$ cat config.mk
export PLATFORM = sky130hd
export DESIGN_NAME = imem_loader
export DESIGN_NICKNAME = d
export VERILOG_FILES = /design/src/rtl/imem_loader.sv
export SDC_FILE = /design/constraint.sdc
export NUM_CORES = 1
export LEC_CHECK = 0
export CELL_PAD_IN_SITES_DETAIL_PLACEMENT = 0
export CELL_PAD_IN_SITES_GLOBAL_PLACEMENT = 2
export CORE_AREA = 2 2 108 110
export DETAILED_ROUTE_END_ITERATION = 12
export DIE_AREA = 0 0 110 112
export MAX_ROUTING_LAYER = met4
export PLACE_DENSITY_LB_ADDON = 0.15
export REMOVE_ABC_BUFFERS = 1
export SYNTH_ARGS = -nofsm -noshare
export SYNTH_HDL_FRONTEND = slang
export SYNTH_SLANG_ARGS = --single-unit
export TNS_END_PERCENT = 100
$ cat constraint.sdc
create_clock -name clk -period 3.7 [get_ports clk]
set_input_delay 0.74 -clock clk [delete_from_list [all_inputs] [get_ports clk]]
set_output_delay 0.74 -clock clk [all_outputs]
set_load 0.01 [all_outputs]
$ cat src/rtl/imem_loader.sv
// Byte-stream loader that fills instruction memory while holding the CPU.
// Optional trailing checksum enabled by defining IMEM_LOADER_CHECKSUM_EN.
`ifndef ISIZE
`define ISIZE 16
`endif
`ifndef DSIZE
`define DSIZE 16
`endif

module imem_loader #(
  parameter logic [`ISIZE-1:0] BASE_ADDR = '0,
  parameter int                MAX_WORDS = 256
) (
  input  logic              clk,
  input  logic              rst,
  input  logic              start,
  input  logic              byte_valid,
  input  logic [7:0]        byte_data,
  output logic              byte_ready,
  output logic              mem_wen,
  output logic [`ISIZE-1:0] mem_addr,
  output logic [`DSIZE-1:0] mem_wdata,
  output logic              cpu_hold,
  output logic              done,
  output logic              err
);

  typedef enum logic [3:0] {
    IDLE, LEN_HI, LEN_LO, DAT_HI, DAT_LO, WRITE,
`ifdef IMEM_LOADER_CHECKSUM_EN
    CSUM_HI, CSUM_LO,
`endif
    DONE
  } state_t;

  localparam logic [16:0] MAX_W = 17'(MAX_WORDS);

  state_t            state_q, state_d;
  logic [15:0]       n_q, n_d;
  logic [15:0]       k_q, k_d;
  logic [7:0]        hi_q, hi_d;
  logic [`ISIZE-1:0] addr_q, addr_d;
  logic [`DSIZE-1:0] wdata_q, wdata_d;
  logic              err_q, err_d;
  logic [15:0]       len_w;
  logic              rdy, xfer;
`ifdef IMEM_LOADER_CHECKSUM_EN
  logic [15:0]       csum_q, csum_d;
`endif

  always_comb begin
    rdy = (state_q == LEN_HI) || (state_q == LEN_LO) ||
          (state_q == DAT_HI) || (state_q == DAT_LO)
`ifdef IMEM_LOADER_CHECKSUM_EN
          || (state_q == CSUM_HI) || (state_q == CSUM_LO)
`endif
          ;
  end

  assign xfer  = byte_valid && rdy;
  assign len_w = {n_q[15:8], byte_data};

  always_comb begin
    state_d = state_q;
    n_d     = n_q;
    k_d     = k_q;
    hi_d    = hi_q;
    addr_d  = addr_q;
    wdata_d = wdata_q;
    err_d   = err_q;
`ifdef IMEM_LOADER_CHECKSUM_EN
    csum_d  = csum_q;
`endif
    case (state_q)
      IDLE: if (start) begin
        state_d = LEN_HI;
        err_d   = 1'b0;
        k_d     = '0;
`ifdef IMEM_LOADER_CHECKSUM_EN
        csum_d  = '0;
`endif
      end
      LEN_HI: if (xfer) begin
        n_d     = {byte_data, n_q[7:0]};
        state_d = LEN_LO;
      end
      LEN_LO: if (xfer) begin
        n_d = len_w;
        if (len_w == 16'd0) begin
`ifdef IMEM_LOADER_CHECKSUM_EN
          state_d = CSUM_HI;
`else
          state_d = DONE;
`endif
        end else if ({1'b0, len_w} > MAX_W) begin
          err_d   = 1'b1;
          state_d = DONE;
        end else begin
          state_d = DAT_HI;
        end
      end
      DAT_HI: if (xfer) begin
        hi_d    = byte_data;
        state_d = DAT_LO;
      end
      // Address and data are latched here so they stay put after the write.
      DAT_LO: if (xfer) begin
        addr_d  = BASE_ADDR + `ISIZE'(k_q);
        wdata_d = `DSIZE'({hi_q, byte_data});
        state_d = WRITE;
      end
      WRITE: begin
        k_d = k_q + 16'd1;
`ifdef IMEM_LOADER_CHECKSUM_EN
        csum_d = csum_q + wdata_q[15:0];
        state_d = (k_q + 16'd1 == n_q) ? CSUM_HI : DAT_HI;
`else
        state_d = (k_q + 16'd1 == n_q) ? DONE : DAT_HI;
`endif
      end
`ifdef IMEM_LOADER_CHECKSUM_EN
      CSUM_HI: if (xfer) begin
        hi_d    = byte_data;
        state_d = CSUM_LO;
      end
      CSUM_LO: if (xfer) begin
        if ({hi_q, byte_data} != csum_q) err_d = 1'b1;
        state_d = DONE;
      end
`endif
      DONE:    state_d = IDLE;
      default: state_d = IDLE;
    endcase
  end

  always_ff @(posedge clk) begin
    if (rst) begin
      state_q <= IDLE;
      n_q     <= '0;
      k_q     <= '0;
      hi_q    <= '0;
      addr_q  <= BASE_ADDR;
      wdata_q <= '0;
      err_q   <= 1'b0;
`ifdef IMEM_LOADER_CHECKSUM_EN
      csum_q  <= '0;
`endif
    end else begin
      state_q <= state_d;
      n_q     <= n_d;
      k_q     <= k_d;
      hi_q    <= hi_d;
      addr_q  <= addr_d;
      wdata_q <= wdata_d;
      err_q   <= err_d;
`ifdef IMEM_LOADER_CHECKSUM_EN
      csum_q  <= csum_d;
`endif
    end
  end

  // Gating with rst suppresses a write or hold in the very cycle reset is asserted.
  assign byte_ready = rdy && !rst;
  assign mem_wen    = (state_q == WRITE) && !rst;
  assign cpu_hold   = (state_q != IDLE) && !rst;
  assign done       = (state_q == DONE) && !rst;
  assign mem_addr   = addr_q;
  assign mem_wdata  = wdata_q;
  assign err        = err_q;

endmodule
Word level (Yosys, flattened, before mapping)
Index checks and enable logic that the tools add are counted.
{ "totals": {"inputBits": 12, "rom_bits": 0, "mem_count": 0, "ff_bits": 77, "latchBits": 0, "output_inout_bits": 37, "mem_bits_rw": 0} }
{ "op_classes": {"n_eq_ne": 14, "n_shift": 0, "div": 0, "n_reduce_logical": 21, "mux": 19, "magnitude_cmp": 1, "n_addsub": 1, "bitwise": 2, "mul": 0} }
{ "op_table": {"columns": ["operator", "count"], "rows": [
  ["16-bit one-hot mux with 2 select lines", 2],
  ["16-bit 2-to-1 mux", 2],
  ["4-bit one-hot mux with 6 select lines", 1],
  ["4-bit 2-to-1 mux", 5],
  ["16-bit by 1-bit adder with 16-bit output, second input constant", 1],
  ["16-bit equality test", 1],
  ["16-bit by 9-bit greater-than comparator with 1-bit output, second input constant", 1],
  ["16-bit zero test", 1],
  ["4-bit by 3-bit equality test with 1-bit output, second input constant", 3],
  ["2-bit inequality test, second input constant", 6],
  ["5-bit AND reduction", 2],
  ["3-bit 2-to-1 mux", 3],
  ["4-bit by 2-bit equality test with 1-bit output, second input constant", 2],
  ["8-bit 2-to-1 mux", 1],
  ["2-bit AND reduction", 3],
  ["3-bit AND reduction", 2],
  ["1-bit logical AND", 5],
  ["4-bit by 1-bit equality test with 1-bit output, second input constant", 1],
  ["4-bit zero test", 1],
  ["1-bit 2-to-1 mux", 4],
  ["2-bit nonzero test", 2],
  ["4-bit nonzero test", 1],
  ["1-bit logical OR", 3],
  ["2-bit by 1-bit inequality test with 1-bit output, second input constant", 1],
  ["3 further kinds", 4]
]} }

Logic depth before layout (Yosys ltp)
{ "depth": {"word_depth": 7, "ltp_mapped": 8} }

Worst setup path before layout
OpenSTA, ideal clock, no wires.
{ "synth_path": {"kind": "input-to-output", "start": "input rst", "end": "output cpu_hold", "arrival_ns": 1.672, "setup_slack_ns": 1.288, "required_time_ns": 2.960, "path_stages": 4, "path_cell_list": "clkbuf_1 -> clkbuf_1 -> buf_1 -> nor2_1"} }
{ "synth_via": {"elab_chain_cells": 2} }
{ "synth_rtl": {"columns": ["item", "line_no", "text"], "rows": [
  ["from (decl)", "15", "input logic rst,"],
  ["1-bit zero test", "165", "assign cpu_hold = (state_q != IDLE) && !rst;"],
  ["1-bit logical AND", "165", null],
  ["to (decl)", "23", "output logic cpu_hold,"]
]} }
No other way between the ends.

Worst setup path after layout
{ "layout_path": {"start": "register state_q[2]", "end": "output mem_wen"} }
{ "layout_via": {"elab_chain_cells": 2} }
{ "layout_rtl": {"columns": ["item", "line_no", "text"], "rows": [
  ["from (decl)", "38", "state_t state_q, state_d;"],
  ["from (signal assigned)", "149", "state_q <= state_d;"],
  ["4-bit by 3-bit equality test with 1-bit output", "164", "assign mem_wen = (state_q == WRITE) && !rst;"],
  ["1-bit logical AND", "164", null],
  ["to (decl)", "20", "output logic mem_wen,"]
]} }
No other way between the ends.

==> impl.org <==
** Routing
- In the routed design, unresolved DRC markers number 0.
- After detailed routing, the total wire length is 10.13 mm.
- First-iteration detailed-routing DRC count :: 142
- DR pass1 iterations :: 4
- Mean routed wirelength per cell :: 15.32 um
- Via density per instance :: 5.062
- Number of vias after detailed routing :: 3346
- Once detail routing completed, the nets flagged for antenna violations numbered 0.

** Synthesis
- Post-synthesis cell area :: 3712 um2
- During synthesis, Yosys emitted a total of 0 warnings.
- Of all flip-flops after synthesis, the portion carrying an async set or reset was 0%.
- Share of the synthesized area in the top cell type :: 40.98%
- The netlist uses 54 different library cells.
- A synthesized cell averages 7.654 um2.
- The synthesized design contains 0 enable-type register cells.
- After synthesis the netlist holds a flip-flop and latch count of 76.
- Among all cell types in the netlist, the one instantiated most often is sky130_fd_sc_hd__nand2_1.
- Sequential element share of the synthesized area :: 40.98%
- In the synthesized netlist the dominant register cell turns out to be sky130_fd_sc_hd__dfxtp_1.
- Leading post-synthesis cells by cell area :: sky130_fd_sc_hd__dfxtp_1, sky130_fd_sc_hd__nand2_1, sky130_fd_sc_hd__a21oi_1
- Mapped Cells :: 485
- Yosys top cell by area :: sky130_fd_sc_hd__dfxtp_1
- Leading cell types by count after synthesis :: sky130_fd_sc_hd__nand2_1, sky130_fd_sc_hd__dfxtp_1, sky130_fd_sc_hd__a21oi_1

** Pwr
- PwrDens :: 427.4 nW/um2
- Peak supply drop :: 249.4 uV
- Cell leakage power :: 1.550 nW

** CTS
- Latest clock arrival within the worst-skew pair :: 0.34 ns
- The H-tree was split into 3 levels.
- Post-CTS sizing :: 0
- Counting the buffers created by CTS gives 9.
- CTS Root Buffer Type :: sky130_fd_sc_hd__clkbuf_16
- TritonCTS built the clock tree.
- Setup Buffers After CTS :: 0
- After clock tree synthesis, the flow added hold-fix buffers numbering 0.
- The clock passes through at most 2 buffers.
- The clock drives 76 sinks.
- Clock edge transition at the registers on the reported setup and hold paths :: 0.06 ns

** Timing
- Setup repair after global routing missed its margin :: false
- Setup violations remaining at the end of the flow were counted as 0.
- Total negative slack for setup checks :: 0 ns
- Fmax :: 328.3 MHz
- Tightest Pin Transition :: 0.8456 ns
- Slew HR :: 43.32%
- The number of pins with negative max-slew slack in the final report is 0.
- On the final layout, the worst hold slack is 0.4499 ns.
- On the final layout, the worst clock skew is 0.005016 ns.
- Min Clock Period, post-route :: 3.046 ns
- The worst path uses 82.31% of the clock period.
- The final count of hold timing violations came to 0.

** Job
- Max-cap violation count :: 0

** Placement
- The congestion estimate from routability-driven global placement came to 0.8224.
- Total placed cells including tap cells :: 646
- Once detailed placement completed, the half-perimeter wirelength came to 6.874 mm.
- Port Buffers :: 48

** Global route
- Global routing consumed, over all layers together, 18.30% of the routing resources.
- Maximum number of pins on one net before global-route repair :: 66
- The number of antenna violations at the first check in global routing was 0.
- Wire length of the first global-routing pass :: 16.69 mm
- The via count of the first global-routing pass came to 3250.
- After global routing the overflow that remains totals 0.

** Layout
- Synthesis-to-layout area growth :: 22.99%
- Number of diodes :: 0
- The finished layout holds 661 standard cells, fillers aside.
- Cells with a size suffix above 1 make up 6.371% of the layout.
- Fill cell total of the finished layout :: 1165
- The net count of the finished layout is 527.

** Setup path
- The critical path starts at state_q[2]$_SDFFE_PP0P_.
- The critical path is of the reg -> out type.
- In this run the worst path has a maximum fanout of 18.
- Source of the worst register-to-register timing path :: k_q[4]$_SDFFE_PP0P_
- The worst register-to-register path ends at state_q[0]$_SDFFE_PP0P_.
- Endpoint kind of the worst setup timing path :: primary output
- Arrival time worst endpoint :: 2.31 ns
- The worst setup path is launched from a flip-flop.
- Worst reg2reg path depth :: 7
- Worst path required time :: 2.96 ns
- The setup check on the worst reg-to-reg path leaves a slack of 1.22 ns.

** Die
- Die Footprint :: 12320 um2
- Die span in y :: 112 um
- Area of the placeable core :: 11170 um2
- Initial core utilization :: 33.22%
- Die outline width :: 110 um
- The initialized floorplan defines 39 standard-cell rows.
- I/O Pins :: 49

** Run status
- Status :: complete, no violations

** Worst hold path
- Hold Crit Depth :: 2
- For hold timing, the worst endpoint is mem_wdata[14]$_SDFFE_PP0P_.
- The tightest min-delay check is of the reg -> reg type.
- Hold path startpoint :: hi_q[6]$_SDFFE_PP0P_
==> area by class of cell <==
class	count	area [um2]	share of cell area, %
clock buffer	11	242.7	5.317
sequential	76	1521	33.32
multi-input combinational	367	1994	43.68
tap	143	178.9	3.919
timing repair buffer	57	543.0	11.89
clock inverter	4	73.82	1.617
inverter	3	11.26	0.2466
==> sequential cells by signal (all words and copies together), names as in the netlist <==
name and count:
state_q 3, err 1, mem_addr 16, mem_wdata 16, n_q 16, hi_q 8
k_q 16
==> per-stage QoR <==
| stage | cell area [um2] | utilization [%] | worst slack (ns) | power (W) |
|---|---|---|---|---|
| 2_1_floorplan | 3522 | - | 1.542 | 0.0009412 |
| 3_3_place_gp | 4249 | 38.02 | 1.033 | 0.001020 |
| 3_5_place_dp | 4249 | 38.02 | 0.9960 | 0.001018 |
| 4_1_cts | 4566 | 40.86 | 0.6306 | 0.001978 |
| 5_1_grt | 4566 | 40.86 | 0.4912 | 0.002030 |
| 6_report | 4566 | 40.86 | 0.6544 | 0.001951 |
==> logic make-up (layout without fill, tap and decap cells) <==
family,Yosys count,in the layout,share of synthesized area (%)
and+or+nand+nor,220,220,28.28
DFF,76,76,40.98
xor gates and xnor gates,15,15,3.539
adders and majority gates,1,1,0.3370
buffers and inverters,42,75,5.426
AOI/OAI and AO/OA,121,121,18.74
muxes,10,10,2.696
==> metal layers <==
layer | vias to the layer above | track usage, % | part of all wire (%)
met5 | - | - | 0
met4 | 0 | 6.329 | 1.5
met3 | 12 | 3.689 | 3.0
met2 | 46 | 27.53 | 45
met1 | 1559 | 24.30 | 50
li1 | 1729 | - | -
==> power by group <==
group | leakage (nW) | switching, W | internal [W]
registers | 0.613 | 0.0000200 | 0.000831
clock network | 0.156 | 0.000347 | 0.000605
logic | 0.781 | 0.0000894 | 0.0000592
total | 1.55 | 0.000456 | 0.00150
==> critical path, cell delays in order (launching register included) <==
cell                              delay, ns
sky130_fd_sc_hd__dfxtp_1               0.50
sky130_fd_sc_hd__inv_1                 0.21
sky130_fd_sc_hd__or3_1                 0.39
sky130_fd_sc_hd__buf_4                 0.21
sky130_fd_sc_hd__nor2_1                0.11
sky130_fd_sc_hd__clkdlybuf4s50_1       0.54
==> how the worst max path moves through the flow <==
stage | endpoint | slack, ns | cells past startpoint
after CTS | mem_wen | 0.63 | 5
final | mem_wen | 0.65 | 5
after global placement | mem_wen | 1.03 | 5
after detailed placement | mem_wen | 1.0 | 5
after global routing | mem_wen | 0.49 | 5
after floorplan | state_q[0]$_SDFFE_PP0P_ | 1.54 | 6
==> placed cells by master, fill, tap and decap left out, types with 2 or more instances in the layout <==
master and instances:
sky130_fd_sc_hd__bufinv_16 2, sky130_fd_sc_hd__nand3_1 8, sky130_fd_sc_hd__a22oi_1 2, sky130_fd_sc_hd__nor2_1 42
sky130_fd_sc_hd__nand2_1 117, sky130_fd_sc_hd__and3_1 6, sky130_fd_sc_hd__nor3_1 7, sky130_fd_sc_hd__a211oi_1 3
sky130_fd_sc_hd__nor4_1 7, sky130_fd_sc_hd__o31ai_1 2, sky130_fd_sc_hd__xor2_1 3, sky130_fd_sc_hd__nand4_1 5
sky130_fd_sc_hd__clkdlybuf4s50_1 47, sky130_fd_sc_hd__o21ai_0 17, sky130_fd_sc_hd__nand3b_1 2, sky130_fd_sc_hd__a21o_1 2
sky130_fd_sc_hd__inv_1 3, sky130_fd_sc_hd__clkbuf_16 9, sky130_fd_sc_hd__dfxtp_1 76, sky130_fd_sc_hd__nor3_4 2
sky130_fd_sc_hd__nor4_4 2, sky130_fd_sc_hd__a311oi_1 3, sky130_fd_sc_hd__o21a_1 2, sky130_fd_sc_hd__mux2i_1 10
sky130_fd_sc_hd__nor3b_1 2, sky130_fd_sc_hd__a21oi_1 74, sky130_fd_sc_hd__buf_4 9, sky130_fd_sc_hd__xnor2_1 12
sky130_fd_sc_hd__o211ai_1 3, sky130_fd_sc_hd__or3_1 5, sky130_fd_sc_hd__a31oi_1 3, sky130_fd_sc_hd__nand2b_1 6
No activity file was read; power rests on OpenSTA's default activity.
==> patch 1, RTL diff (config.mk and constraints unchanged) <==
`n_q`, `k_q`, `hi_q` and `wdata_q` no longer have a reset.
--- a/src/rtl/imem_loader.sv
+++ b/src/rtl/imem_loader.sv
@@ -136,27 +136,26 @@
   always_ff @(posedge clk) begin
     if (rst) begin
       state_q <= IDLE;
-      n_q     <= '0;
-      k_q     <= '0;
-      hi_q    <= '0;
       addr_q  <= BASE_ADDR;
-      wdata_q <= '0;
       err_q   <= 1'b0;
 `ifdef IMEM_LOADER_CHECKSUM_EN
       csum_q  <= '0;
 `endif
     end else begin
       state_q <= state_d;
-      n_q     <= n_d;
-      k_q     <= k_d;
-      hi_q    <= hi_d;
       addr_q  <= addr_d;
-      wdata_q <= wdata_d;
       err_q   <= err_d;
 `ifdef IMEM_LOADER_CHECKSUM_EN
       csum_q  <= csum_d;
 `endif
     end
+  end
+
+  always_ff @(posedge clk) begin
+    n_q     <= n_d;
+    k_q     <= k_d;
+    hi_q    <= hi_d;
+    wdata_q <= wdata_d;
   end
 
   // Gating with rst suppresses a write or hold in the very cycle reset is asserted.
Formal check against the unedited RTL: differs if rst is asserted again (counterexample within 10 cycles, from zero or initial values and one cycle with rst high); with rst held inactive, the same outputs for 10 cycles.
==> patch 1 against the original RTL <==
Sequential cell count did not move; via count is 23% lower; sequential power up 17%; worst setup slack better by 0.027 ns; final area is 0.30% lower; synthesized cell count fell by 32%; critical path type is now input pin to primary output; clock power is 6.6% lower; synthesized area shrank 2.4%; routed wire length decreased by 15%; critical path depth is 2 lower; total power rose by 5.1%.
==> patch 1: results (changes against the original RTL) <==
| Metric | Value |
|---|---|
| Run status | `finished, final reports clean` |
| 1st-iter DRT viols | `115 (-19%)` |
| Most frequent cells after synthesis | `56 x edfxtp_1, 45 x nand2_1, 31 x nor2_1, 24 x a21oi_1, 20 x dfxtp_1` |
| Met3 wire len | `300 um (-1.6%)` |
| # H-tree levels | `3 (unchanged)` |
| Post-CTS setup buffer count | `0 (unchanged)` |
| Cells after Synth | `331 (-32%)` |
| Pin count of the biggest net entering global routing | `33 (-50%)` |
| CP max stage delay | `0.61 ns (+0.07 ns)` |
| Fin nets | `391 (-26%)` |
| Leakage | `1.473 nW (-5.0%)` |
| Vias per cell | `4.909 (-3.0%)` |
| WL final | `8.581 mm (-15%)` |
| Sequential group power | `0.000993 W (+17%)` |
| # port buffers | `48 (unchanged)` |
| Drt pass-1 iters | `4 (unchanged)` |
| First-pass GRT wire length | `14.10 mm (-16%)` |
| Vias in the first global route | `2,557 (-21%)` |
| Metal2 WL | `3.976 mm (-13%)` |
| Maximum buffer depth of the clock tree | `2 (unchanged)` |
| Global routing usage on met3 | `2.576% (-1.1 points)` |
| Diode count | `0 (unchanged)` |
| Initial antenna violation count | `0 (unchanged)` |
| Max IR drop VDD | `0.1817 mV (-27%)` |
| Tot Pwr | `0.002052 W (+5.1%)` |
| Met1 usage | `21.82% (-2.5 points)` |
| DRT met1 WL | `4.138 mm (-18%)` |
| Crit Path Max Fanout | `10 (-8)` |
| Clock Tree Root | `clkbuf_16` |
| Synth Warn # | `0 (unchanged)` |
| CTS buffer count | `9 (unchanged)` |
| Met2 usage | `22.82% (-4.7 points)` |
| GRT Util Overall | `15.85% (-2.5 points)` |
| Post-synth EDFFs | `56 (+56)` |
| # placed instances | `510 (-21%)` |
| Hold WS | `0.4195 ns (-0.03047 ns)` |
| Int Pwr | `0.001557 W (+4.2%)` |
| Final Critical Period | `3.019 ns (-0.02708 ns)` |
| Synth unique cells | `56 (+3.7%)` |
| Post-placement cell area | `0.004250 sq mm (about the same)` |
| Clock latency on the worst-skew pair | `0.34 ns (about the same)` |
| Worst slack, placed | `0.4559 ns (-0.5401 ns)` |
| Crit path DAT | `2.28 ns (-0.03 ns)` |
| Share of layout cells above drive strength 1 | `9.138% (+2.8 points)` |
| Post-DP HPWL | `6.096 mm (-11%)` |
| Placer Congestion | `0.7992 (-2.8%)` |
| R2R Setup Slk | `0.88 ns (-0.34 ns)` |
| Clk pwr | `0.000889 W (-6.6%)` |
| Non-Filler Instances | `526 (-20%)` |
| Leading post-synthesis cells by cell area | `edfxtp_1 46%, dfxtp_1 11%, nand2_1 4.7%` |
| Sequential area share after synthesis | `57.46% (+16 points)` |
| Max Clock Skew | `0.007796 ns (+0.002780 ns)` |
| Slew @ Worst Pin | `0.7821 ns (-0.06351 ns)` |
[patch 1: kinds of logic after synthesis]
logic type	Yosys count	share of synthesized area [%]
AOI/OAI and AO/OA	49	9.255
adders and majority gates	1	0.3452
buffers and inverters	29	3.695
and+or+nand+nor	149	21.79
DFF	76	57.46
xor gates and xnor gates	23	6.353
muxes	4	1.105
[patch 1: path summary, 6_finish.rpt]
kind / startpoint / end / cells past startpoint
hold reg to reg: hi_q[7] / mem_wdata[15] / 0
setup reg to reg: k_q[0] / state_q[0] / 7
hold / removal: hi_q[7] / mem_wdata[15] / 0
setup / recovery: rst / done / 3
[patch 1: worst max-delay path: cells and delay by family]
kind                   cells  cell delay (ns)
buffers and inverters      2             1.20
and+or+nand+nor            1             0.34
[patch 1: final cells by class]
class	count	area (sq um)
fill	1112	6623
multi-input combinational	226	1408
sequential	76	2082
clock buffer	10	229.0
inverter	7	26.28
clock inverter	6	72.57
tap	143	178.9
timing repair buffer	58	555.5
==> patch 2, RTL diff (config.mk and constraints unchanged) <==
Without the edit above. Add a define of `IMEM_LOADER_CHECKSUM_EN`.
--- a/src/rtl/imem_loader.sv
+++ b/src/rtl/imem_loader.sv
@@ -1,5 +1,7 @@
 // Byte-stream loader that fills instruction memory while holding the CPU.
 // Optional trailing checksum enabled by defining IMEM_LOADER_CHECKSUM_EN.
+`define IMEM_LOADER_CHECKSUM_EN
+
 `ifndef ISIZE
 `define ISIZE 16
 `endif
Formal check against the unedited RTL: not equivalent (a bounded check fails within 4 cycles, from zero or initial values and one cycle with rst high).
==> patch 2 against the original RTL <==
Final area up 32%; largest power group is now sequential cells; sequential cell count up 17; core utilization up 13 points; critical path depth down 1; total power up 27%; synthesized area up 38%; non-clock buffer count up 5; count of clock-buffer cells in the layout down 1; register-to-register slack about the same; worst setup slack better by 0.16 ns; synthesized cell count up 31%; routed wire length up 42%; first-iteration DRC count up 51%; global-route usage up 7.3 points.
==> patch 2: results (changes against the original RTL) <==
| Metric | Value |
|---|---|
| Run status | `finished, final reports clean` |
| Initial antenna violation count | `1 (+1)` |
| First-pass GRT wire length | `23.59 mm (+41%)` |
| GRT Util Overall | `25.62% (+7.3 points)` |
| Synth Area in XOR/XNOR | `7.844% (+4.3 points)` |
| Most frequent cells after synthesis | `93 x dfxtp_1, 90 x nand2_1, 72 x nor2_1, 63 x a21oi_1` |
| Hold WS | `0.4528 ns (+0.002874 ns)` |
| Avg WL per Cell | `17.61 um (+15%)` |
| Combinational group share of total power | `16.5% (+8.9 points)` |
| Clock buffer count | `10 (-1)` |
| Crit path DAT | `2.15 ns (-0.16 ns)` |
| Synth Area per Inst | `8.088 sq um (+5.7%)` |
| Fillcell total | `1,066 (-8.5%)` |
| Synth Area in Compound Gates | `18.64% (-0.10 points)` |
| Comb_multi_in | `497 (+35%)` |
| Plain + repair buffers | `62 (+8.8%)` |
| Worst R2R End | `state_q[2]` |
| Sequential area share after synthesis | `36.25% (-4.7 points)` |
| Leakage | `2.335 nW (+51%)` |
| Slew @ Worst Pin | `0.7859 ns (-0.05974 ns)` |
| Max Clock Skew | `0.008207 ns (+0.003192 ns)` |
| HP Start | `mem_addr[6]` |
| WHS Endpoint | `mem_addr[6]` |
| Leading post-synthesis cells by cell area | `dfxtp_1 36%, nand2_1 6.6%, a21oi_1 6.1%` |
| # placed instances | `799 (+24%)` |
| WL final | `14.35 mm (+42%)` |
| Fin nets | `696 (+32%)` |
| 1st-iter DRT viols | `215 (+51%)` |
| Starting density of the core | `45.96% (+13 points)` |
| #FFs+latches synth | `93 (+22%)` |
| Multiplexer area fraction after synthesis | `5.505% (+2.8 points)` |
| NetSw | `0.0007250 W (+59%)` |
| Placer Congestion | `0.8718 (+6.0%)` |
| Clk pwr | `0.000977 W (+2.6%)` |
| Post-placement cell area | `0.005723 sq mm (+35%)` |
| Share of layout cells above drive strength 1 | `6.101% (-0.27 points)` |
| Clock latency on the worst-skew pair | `0.36 ns (+0.02 ns)` |
| Crit Path Max Fanout | `16 (-2)` |
| Vias per cell | `5.723 (+13%)` |
| Area occupied by multi-input gates | `0.003087 sq mm (+55%)` |
patch 2: changes by cell type after synthesis, moves of 15 or more:
cell     delta
dfxtp_1    +17
ha_1       +15
mux2i_1    +16
nand2_1    -27
nor2_1     +30
xor2_1     +23
patch 2: worst max-delay path, cell delays in order (launching register included):
cell	delay, ns
dfxtp_1	0.48
nor2_1	0.41
nand2_1	0.12
nor2_1	0.20
clkdlybuf4s50_1	0.57
patch 2: routing by layer:
layer  vias to the layer above  global-route usage [%]  part of all wire (%)
li1                       2328                       -                     -
met1                      2222                   33.18                    46
met2                        98                   40.37                    49
met3                        16                   3.396                   3.6
met4                         0                   9.620                   1.6
met5                         -                       -                     0
patch 2: how the worst max path moves through the flow:
stage / depth (start not counted) / from / to
after floorplan: 3 / state_q[1] / mem_wen
after detailed placement: 8 / byte_data[1] / state_q[1]
after CTS: 4 / state_q[1] / mem_wen
after global placement: 8 / byte_data[1] / state_q[1]
final: 4 / state_q[1] / mem_wen
after global routing: 4 / state_q[1] / mem_wen
